--- src/rtl/hazard_pkg.sv ---
// Shared definitions for the pipeline hazard sequencer.
// Contents: FSM state encoding, the NOP instruction word that squashed
// pipeline registers load, the hard-wired zero register index and the
// width of the bubble/flush down-counter.
package hazard_pkg;

  typedef enum logic [1:0] {
    RUN    = 2'd0,
    LSTALL = 2'd1,
    FLUSH  = 2'd2,
    MWAIT  = 2'd3
  } state_e;

  // sll $0,$0,0 -- the canonical MIPS NOP.
  localparam logic [31:0] NOP_INSTR = 32'h0000_0000;

  // $zero never carries a real dependency.
  localparam logic [4:0] REG_ZERO = 5'd0;

  // Down-counter width; holds up to 7 remaining bubble/flush cycles.
  localparam int CNT_STATE_W = 3;

endpackage

--- src/rtl/sat_counter.sv ---
// Saturating up-counter used for the hazard performance counters.
// Ports:
//   clk   - core clock, rising edge
//   rst   - asynchronous reset, active-low, clears the count
//   clear - synchronous clear, takes priority over inc
//   inc   - count this cycle
//   count - current value; sticks at all-ones instead of wrapping
module sat_counter
  import hazard_pkg::*;
#(
  parameter int W = 16
) (
  input  logic         clk,
  input  logic         rst,
  input  logic         clear,
  input  logic         inc,
  output logic [W-1:0] count
);

  localparam logic [W-1:0] ONE_C = {{(W-1){1'b0}}, 1'b1};
  localparam logic [W-1:0] MAX_C = {W{1'b1}};

  logic [W-1:0] count_r;

  // Count register: clear, then saturating increment.
  always_ff @(posedge clk or negedge rst) begin
    if (!rst) begin
      count_r <= '0;
    end else if (clear) begin
      count_r <= '0;
    end else if (inc && (count_r != MAX_C)) begin
      count_r <= count_r + ONE_C;
    end else begin
      count_r <= count_r;
    end
  end

  assign count = count_r;

endmodule

--- src/rtl/hazard_stall_controller.sv ---
// Pipeline hazard sequencer for the 5-stage MIPS core. Handles what the
// forwarding unit cannot: load-use stalls, taken-branch squash and
// data-memory wait states. Outputs are Mealy so a stall acts in the same
// cycle the hazard is seen.
// Ports:
//   clk, rst                 - clock (rising edge), async reset active-low
//   D_rs, D_rt, D_usesRt     - decode-stage source operands
//   X_rd, X_memRead          - execute-stage destination / load flag
//   X_branchTaken            - branch resolved taken in EX
//   M_memReq, M_memReady     - MEM-stage data memory handshake
//   pc_write, FD_write       - PC and IF/ID enables
//   FD_flush, DX_bubble      - IF/ID and ID/EX NOP insertion
//   XM_hold                  - freeze EX/MEM and MEM/WB
//   stall_count              - saturating count of cycles with pc_write=0
// Optional (macro HAZARD_PERF_EN):
//   flush_count              - saturating count of cycles with FD_flush=1
//   memwait_count            - saturating count of cycles with XM_hold=1
module hazard_stall_controller
  import hazard_pkg::*;
#(
  parameter int LOAD_STALL_CYCLES = 1,
  parameter int FLUSH_CYCLES      = 1,
  parameter int CNT_W             = 16
) (
  input  logic             clk,
  input  logic             rst,
  input  logic [4:0]       D_rs,
  input  logic [4:0]       D_rt,
  input  logic             D_usesRt,
  input  logic [4:0]       X_rd,
  input  logic             X_memRead,
  input  logic             X_branchTaken,
  input  logic             M_memReq,
  input  logic             M_memReady,
  output logic             pc_write,
  output logic             FD_write,
  output logic             FD_flush,
  output logic             DX_bubble,
  output logic             XM_hold,
  output logic [CNT_W-1:0] stall_count
`ifdef HAZARD_PERF_EN
  ,
  output logic [CNT_W-1:0] flush_count,
  output logic [CNT_W-1:0] memwait_count
`endif
);

  // Counter preload leaves the first bubble/flush cycle to the RUN state.
  localparam logic [CNT_STATE_W-1:0] LOAD_INIT  = CNT_STATE_W'(LOAD_STALL_CYCLES - 1);
  localparam logic [CNT_STATE_W-1:0] FLUSH_INIT = CNT_STATE_W'(FLUSH_CYCLES - 1);
  localparam logic [CNT_STATE_W-1:0] CNT_ONE    = CNT_STATE_W'(1);

  state_e                 state_r, state_nxt_s;
  state_e                 ret_state_r, ret_nxt_s;
  state_e                 eff_state_s;
  logic [CNT_STATE_W-1:0] cnt_r, cnt_nxt_s;
  logic                   memwait_s, loaduse_s;
  logic                   pc_write_s, fd_write_s, fd_flush_s, dx_bubble_s, xm_hold_s;

  assign memwait_s = M_memReq & ~M_memReady;
  assign loaduse_s = X_memRead & (X_rd != REG_ZERO) &
                     ((X_rd == D_rs) | (D_usesRt & (X_rd == D_rt)));

  // Leaving MWAIT applies the saved state's rule in that same cycle.
  assign eff_state_s = (state_r == MWAIT) ? ret_state_r : state_r;

  // State, return state and bubble/flush counter registers.
  always_ff @(posedge clk or negedge rst) begin
    if (!rst) begin
      state_r     <= RUN;
      ret_state_r <= RUN;
      cnt_r       <= '0;
    end else begin
      state_r     <= state_nxt_s;
      ret_state_r <= ret_nxt_s;
      cnt_r       <= cnt_nxt_s;
    end
  end

  // Next-state and Mealy output decode; priority memwait > branch > loaduse.
  always_comb begin
    state_nxt_s = state_r;
    ret_nxt_s   = ret_state_r;
    cnt_nxt_s   = cnt_r;
    pc_write_s  = 1'b0;
    fd_write_s  = 1'b0;
    fd_flush_s  = 1'b0;
    dx_bubble_s = 1'b0;
    xm_hold_s   = 1'b0;
    if (!rst) begin
      fd_flush_s  = 1'b1;
      dx_bubble_s = 1'b1;
    end else if (memwait_s) begin
      // Freeze everything, cnt included, until memory answers.
      xm_hold_s   = 1'b1;
      state_nxt_s = MWAIT;
      if (state_r != MWAIT) begin
        ret_nxt_s = state_r;
      end else begin
        ret_nxt_s = ret_state_r;
      end
    end else begin
      case (eff_state_s)
        RUN: begin
          pc_write_s = 1'b1;
          fd_write_s = 1'b1;
          if (X_branchTaken) begin
            // Branch also squashes any dependent decode instruction.
            fd_flush_s  = 1'b1;
            dx_bubble_s = 1'b1;
            if (FLUSH_CYCLES > 1) begin
              state_nxt_s = FLUSH;
              cnt_nxt_s   = FLUSH_INIT;
            end else begin
              state_nxt_s = RUN;
            end
          end else if (loaduse_s) begin
            pc_write_s  = 1'b0;
            fd_write_s  = 1'b0;
            dx_bubble_s = 1'b1;
            if (LOAD_STALL_CYCLES > 1) begin
              state_nxt_s = LSTALL;
              cnt_nxt_s   = LOAD_INIT;
            end else begin
              state_nxt_s = RUN;
            end
          end else begin
            state_nxt_s = RUN;
          end
        end
        LSTALL: begin
          dx_bubble_s = 1'b1;
          if (cnt_r <= CNT_ONE) begin
            state_nxt_s = RUN;
            cnt_nxt_s   = '0;
          end else begin
            state_nxt_s = LSTALL;
            cnt_nxt_s   = cnt_r - CNT_ONE;
          end
        end
        FLUSH: begin
          pc_write_s  = 1'b1;
          fd_write_s  = 1'b1;
          fd_flush_s  = 1'b1;
          dx_bubble_s = 1'b1;
          if (cnt_r <= CNT_ONE) begin
            state_nxt_s = RUN;
            cnt_nxt_s   = '0;
          end else begin
            state_nxt_s = FLUSH;
            cnt_nxt_s   = cnt_r - CNT_ONE;
          end
        end
        default: begin
          // A saved MWAIT cannot occur; recover to plain RUN.
          pc_write_s  = 1'b1;
          fd_write_s  = 1'b1;
          state_nxt_s = RUN;
          cnt_nxt_s   = '0;
        end
      endcase
    end
  end

  assign pc_write  = pc_write_s;
  assign FD_write  = fd_write_s;
  assign FD_flush  = fd_flush_s;
  assign DX_bubble = dx_bubble_s;
  assign XM_hold   = xm_hold_s;

  sat_counter #(.W(CNT_W)) u_stall_cnt (
    .clk   (clk),
    .rst   (rst),
    .clear (1'b0),
    .inc   (rst & ~pc_write_s),
    .count (stall_count)
  );

`ifdef HAZARD_PERF_EN
  sat_counter #(.W(CNT_W)) u_flush_cnt (
    .clk   (clk),
    .rst   (rst),
    .clear (1'b0),
    .inc   (rst & fd_flush_s),
    .count (flush_count)
  );

  sat_counter #(.W(CNT_W)) u_memwait_cnt (
    .clk   (clk),
    .rst   (rst),
    .clear (1'b0),
    .inc   (rst & xm_hold_s),
    .count (memwait_count)
  );
`else
  // Performance counters not built; only stall_count is present.
`endif

endmodule

--- config.mk ---
export PLATFORM = sky130hd
export DESIGN_NAME = hazard_stall_controller
export DESIGN_NICKNAME = d
export VERILOG_FILES = /design/src/rtl/hazard_pkg.sv /design/src/rtl/sat_counter.sv /design/src/rtl/hazard_stall_controller.sv
export SDC_FILE = /design/constraint.sdc
export NUM_CORES = 1
export LEC_CHECK = 0
export ABC_AREA = 1
export BUFFER_PORTS_ARGS = -buffer_cell sky130_fd_sc_hd__buf_2
export CORE_MARGIN = 10
export CORE_UTILIZATION = 30
export CTS_CLUSTER_DIAMETER = 120
export DETAILED_ROUTE_END_ITERATION = 16
export GPL_ROUTABILITY_DRIVEN = 1
export SLEW_MARGIN = 40
export SYNTH_ARGS = -nofsm -noshare
export SYNTH_HDL_FRONTEND = slang
export SYNTH_SLANG_ARGS = --single-unit
--- constraint.sdc ---
create_clock -name clk -period 2.5 [get_ports clk]
set_clock_uncertainty 0.2 [all_clocks]
set_input_delay 0.125 -clock clk [delete_from_list [all_inputs] [get_ports clk]]
set_output_delay 0.125 -clock clk [all_outputs]
set_load 0.02 [all_outputs]
Word-level counts from Yosys, hierarchy flattened
Cells that the tools add are included.
{"block": "totals", "elab_cells": 53, "reg_bits": 23, "input_bits": 22, "output_inout_bits": 21}
{"block": "op_classes", "addsub": 2, "n_bitwise": 10, "magnitude_cmp": 1, "n_reduce_logical": 6, "muxes": 23, "n_eq_ne": 7}
{"cell": "adder 16 x 1 -> 16 bit (second input constant)", "count": 1}
{"cell": "inequality test 16 bit (second input constant)", "count": 1}
{"cell": "two-way mux 1 bit", "count": 14}
{"cell": "equality test 5 bit", "count": 2}
{"cell": "two-way mux 2 bit", "count": 3}
{"cell": "one-hot mux 1 bit (2 select lines)", "count": 3}
{"cell": "one-hot mux 3 bit (2 select lines)", "count": 1}
{"cell": "AND reduction 3 bit", "count": 2}
{"cell": "AND 1 bit", "count": 5}
{"cell": "nonzero test 5 bit", "count": 1}
{"cell": "equality test 2 bit (second input constant)", "count": 2}
{"cell": "NOT 1 bit", "count": 4}
{"cell": "one-hot mux 2 bit (2 select lines)", "count": 1}
{"cell": "less-or-equal comparator 3 x 1 -> 1 bit (second input constant)", "count": 1}
{"cell": "two-way mux 3 bit", "count": 1}
{"cell": "subtractor 3 x 1 -> 3 bit (second input constant)", "count": 1}
{"cell": "equality test 2 x 1 -> 1 bit (second input constant)", "count": 1}
{"cell": "zero test 2 bit", "count": 1}
{"cell": "inequality test 2 bit (second input constant)", "count": 1}
{"cell": "OR reduction 2 bit", "count": 1}
{"cell": "logical AND 1 bit", "count": 1}
{"cell": "OR 1 bit", "count": 1}

Longest topological paths before layout
{"block": "depth", "ltp_word": 12, "mapped_depth": 13}

Cells and area by module
A second synthesis with hierarchy kept.
{"block": "hier_totals", "cells_unflattened": 273, "hier_area_um2": 1810.5}
{"mod": "sat_counter", "n_inst": 1, "seq_area_each_um2": 400.4, "area_each_um2": 1037.2, "cells_per_inst": 144}
{"mod": "hazard_stall_controller", "n_inst": 1, "seq_area_each_um2": 175.2, "area_each_um2": 773.2, "cells_per_inst": 129}

Worst setup path after synthesis
Ideal clock, no wire load.
{"block": "synth_timing", "kind": "register to output", "start": "reg state_r[1]", "end": "out pc_write", "required_ps": 2175, "stages_incl_launch_ff": 11, "arrival_time_ps": 1950, "n_path_buf": 2, "path_slack_ps": 225, "path_cell_list": "dfrtp_1 > a21oi_1 > inv_1 > ha_1 > inv_1 > nor2_1 > nand3_1 > nand2_2 > buf_4 > nor2_1 > buf_4"}
{"block": "synth_between", "elab_chain_len": 6, "word_cells_on_any_way": 7, "classes_between": "eq/ne: 2; mux: 4; reduce/logical: 1"}
{"element": "start: declaration", "line_no": "hazard_stall_controller.sv:53", "rtl": "state_e state_r, state_nxt_s;"}
{"element": "start signal: assignment", "line_no": "hazard_stall_controller.sv:74", "rtl": "state_r <= state_nxt_s;"}
{"element": "equality test 2 bit", "line_no": "hazard_stall_controller.sv:65", "rtl": "assign eff_state_s = (state_r == MWAIT) ? ret_state_r : state_r;"}
{"element": "two-way mux 2 bit *", "line_no": "hazard_stall_controller.sv:65"}
{"element": "equality test 2 x 1 -> 1 bit or zero test 2 bit (tied branches)"}
{"element": "one-hot mux 1 bit (2 select lines) *"}
{"element": "two-way mux 1 bit * (2 in a row)"}
{"element": "end: declaration", "line_no": "hazard_stall_controller.sv:35", "rtl": "output logic pc_write,"}
Mark *: on every way between the ends. The rest lies on a longest branch, timed or not.

Worst setup path after layout
{"block": "layout_timing", "start": "reg state_r[1]", "end": "out pc_write"}
{"block": "layout_between", "elab_chain_len": 6, "word_cells_on_any_way": 7, "classes_between": "eq/ne: 2; mux: 4; reduce/logical: 1"}
{"element": "equality test 2 bit", "line_no": "hazard_stall_controller.sv:65"}
{"element": "two-way mux 2 bit *", "line_no": "hazard_stall_controller.sv:65"}
{"element": "equality test 2 x 1 -> 1 bit or zero test 2 bit (tied branches)", "line_no": "hazard_stall_controller.sv:103", "rtl": "case (eff_state_s)"}
{"element": "one-hot mux 1 bit (2 select lines) *", "line_no": "hazard_stall_controller.sv:103"}
{"element": "two-way mux 1 bit *", "line_no": "hazard_stall_controller.sv:93", "rtl": "end else if (memwait_s) begin"}
{"element": "two-way mux 1 bit *", "line_no": "hazard_stall_controller.sv:90", "rtl": "if (!rst) begin"}
Marks and branches as above.

==> results by group <==
Run status
  – Status: complete, no violations

Global route
  – Initial antenna violation count: 0
  – Grt ovf: 0
  – Global-route usage over all layers: about a tenth
  – Vias in the first global route: roughly 1700
  – Largest net degree at the start of global routing: 20
  – First-pass GRT wire length: ~7.3 mm

Worst setup path
  – Critical path required time: ~2.2 ns
  – Worst R2R End: u_stall_cnt.count[11]
  – FF-to-FF path depth: 12
  – Number of cells on the critical path: 9
  – CP top delay family: flip-flops
  – Cell Chain, Critical Path: a21oi_1 > inv_1 > ha_1 > inv_1 > nor2_1 > nand3_1 > nand2_2 > nor2_1 > buf_2
  – Reg2reg start: state_r[1]
  – CP arrival: approximately 1.9 ns
  – Crit path buf inv count: 3
  – Worst Setup Start Kind: flop
  – Crit Path Class: reg2out
  – FF-to-FF setup slack: 0.39 ns
  – Crit end category: output pin
  – Worst path slowest cell: dfrtp_1
  – Largest stage delay on the critical path: about 0.43 ns
  – Max FO, Critical Path: 7

Logic synthesis
  – Seq/Total Area, Yosys: roughly a third
  – Top cells by area, synth: dfrtp_1 33%, nand2_1 17%, inv_1 9.7%
  – Post-synth net total: 286
  – Synth Cell Area: between 1500 and 2000 um2
  – Mapped Cells: about 260
  – Synth Warn #: 0
  – Avg Cell Area, Syn: 6.76 um2
  – Yosys top cell by area: dfrtp_1
  – Area share of the largest cell type after synthesis: 33.1%
  – Unique masters post-synth: 29
  – Synth Register Bits: 23

Finish
  – Antenna fix cells: 0
  – Final instance area: around 2100 um2
  – Area delta synth->final: 19.7%
  – Non-filler cells, final: between 300 and 400
  – Layout cells sized above 1: 19.6%
  – # nets final: 331

Floorplanning
  – Die ar.: between 9000 and 10000 um2
  – I/O pins: between 40 and 50
  – # rows: 27
  – Die Wd: 96.1 um
  – Initial cell density of the core: between 30% and 40%
  – Die Y: 96.1 um
  – Core area: around 5600 um2

Pwr
  – P per Cell Area: ~600 nW/um2
  – Leakage: 1.18 nW
  – Peak supply drop: ~0.00045 V

Clocking
  – CTS Sinks: 23
  – Clk slew on worst S/H paths: 0.08 ns
  – Post-CTS Setup Bufs: 0
  – CTS H-tree depth: 1
  – Total CTS buffers: 3
  – Clk buf depth: 2
  – Clock latency on the worst-skew pair: approximately 0.26 ns
  – CTS tree: done
  – Root Driver: clkbuf_8

Route
  – DRT iter0 DRCs: approximately 130
  – Vias per inst: about 4.5
  – Pre-antenna DRT Iters: 4
  – Drt drc: 0
  – Vias: between 1500 and 2000
  – Routed WL per cell: between 10 and 15 um
  – WL final: between 4 and 5 mm
  – Routed Antenna Nets: 0

STA
  – Fmax: 0.443 GHz
  – Finish-stage setup viols: 0
  – Worst Tran Pin Value: roughly 0.44 ns
  – RSZ-0062 raised after global routing: false
  – Hold WS: 0.0945 ns
  – Final Cycle Share: approximately nine tenths
  – Fin Setup TNS: 0 ns
  – Pins Over Slew Limit: 0
  – Tmin final: 2.26 ns
  – Relative slew slack: approximately 71%
  – Final hold viol count: 0

Placed design
  – Hpwl dp: between 3 and 4 mm
  – Port buffer count: 42
  – Post-placement cell count: between 300 and 400
  – Post-DP Area: 2020 um2
  – Routability cong.: between 0.8 and 0.9

Min path
  – Worst Hold Class: in2async

Job
  – Max Cap Violations: 0
registers in the layout (all words and copies together) (netlist names):
name	count
u_stall_cnt.count	16
state_r	2
ret_state_r	2
cnt_r	3
kinds of logic (layout without fill, tap and decap cells):
kind of cell	after synthesis	in the layout	share of synthesized area, %
AND/OR/NAND/NOR	148	148	38.6
buffers and inverters	55	99	13.1
flip-flops	23	23	33.1
AO/OA/AOI/OAI	12	12	3.96
XOR/XNOR	11	11	5.54
adder cells (fa/ha/maj)	7	7	5.04
multiplexers	1	1	0.648
through the flow:
step	util [%]	setup slack, ns	power [W]
2_1_floorplan	-	0.225	0.000857
3_3_place_gp	36.3	0.392	0.000992
3_5_place_dp	36.3	0.355	0.00100
4_1_cts	37.3	0.190	0.00124
5_1_grt	37.3	0.00535	0.00135
6_report	37.3	0.244	0.00123
power by group:
| group | internal (W) | switching (W) | total, W |
|---|---|---|---|
| combinational | 0.000182 | 0.000308 | 0.000490 |
| sequential | 0.000439 | 0.0000663 | 0.000505 |
| clock | 0.000114 | 0.000116 | 0.000230 |
cells in the mapped netlist (all sizes together):
master,number
nand2,82
inv,47
dfrtp,23
nand3,21
nor2,21
nand4,19
buf,7
ha,7
o21ai,6
xor2,6
nor3,5
xnor2,5
a21oi,2
a211oi,1
clkbuf,1
mux2,1
o211ai,1
o22ai,1
o31ai,1
repair_timing:
action / in CTS / in global routing
hold buffers: 1 / 0
resized for setup: 0 / 1
hold endpoints to repair: 23 / 0
endpoints found under the setup margin: 0 / 2
layer usage:
metal,track usage [%],share of wire (%),vias to the layer above
li1,-,-,895
met5,0,0,-
met4,1.84,0.66,0
met2,16.0,49,28
met1,12.2,46,752
met3,1.95,4.4,4
cells in the final DEF (no fill, tap or decap), types with 2 or more instances in the layout:
cell type  instances
nor2_1            21
nand3_2            2
ha_1               7
inv_1             45
o21ai_1            4
buf_2             42
xnor2_1            5
xor2_1             6
clkbuf_8           3
nand4_1           18
nand3_1           19
o21ai_0            2
a21oi_1            2
nor3_1             3
nand2_1           81
inv_2              2
dfrtp_1           23
buf_4              5
area by class of cell:
class,count,area (um2)
Timing Repair Buffer,48,258
Multi-Input combinational cell,179,935
Clock buffer,4,45.0
Sequential cell,23,576
Fill cell,599,3490
Inverter,47,176
Tap cell,72,90.1
worst max-delay path by stage:
stage	startpoint	end	slack, ns
3_3_place_gp	state_r[0]	u_stall_cnt.count[5]	0.39
3_5_place_dp	state_r[0]	u_stall_cnt.count[7]	0.36
5_1_grt	state_r[1]	pc_write	0.005
6_report	state_r[1]	pc_write	0.24
4_1_cts	state_r[0]	pc_write	0.19
2_1_floorplan	state_r[1]	pc_write	0.22
No activity file was read; power rests on OpenSTA's default activity.
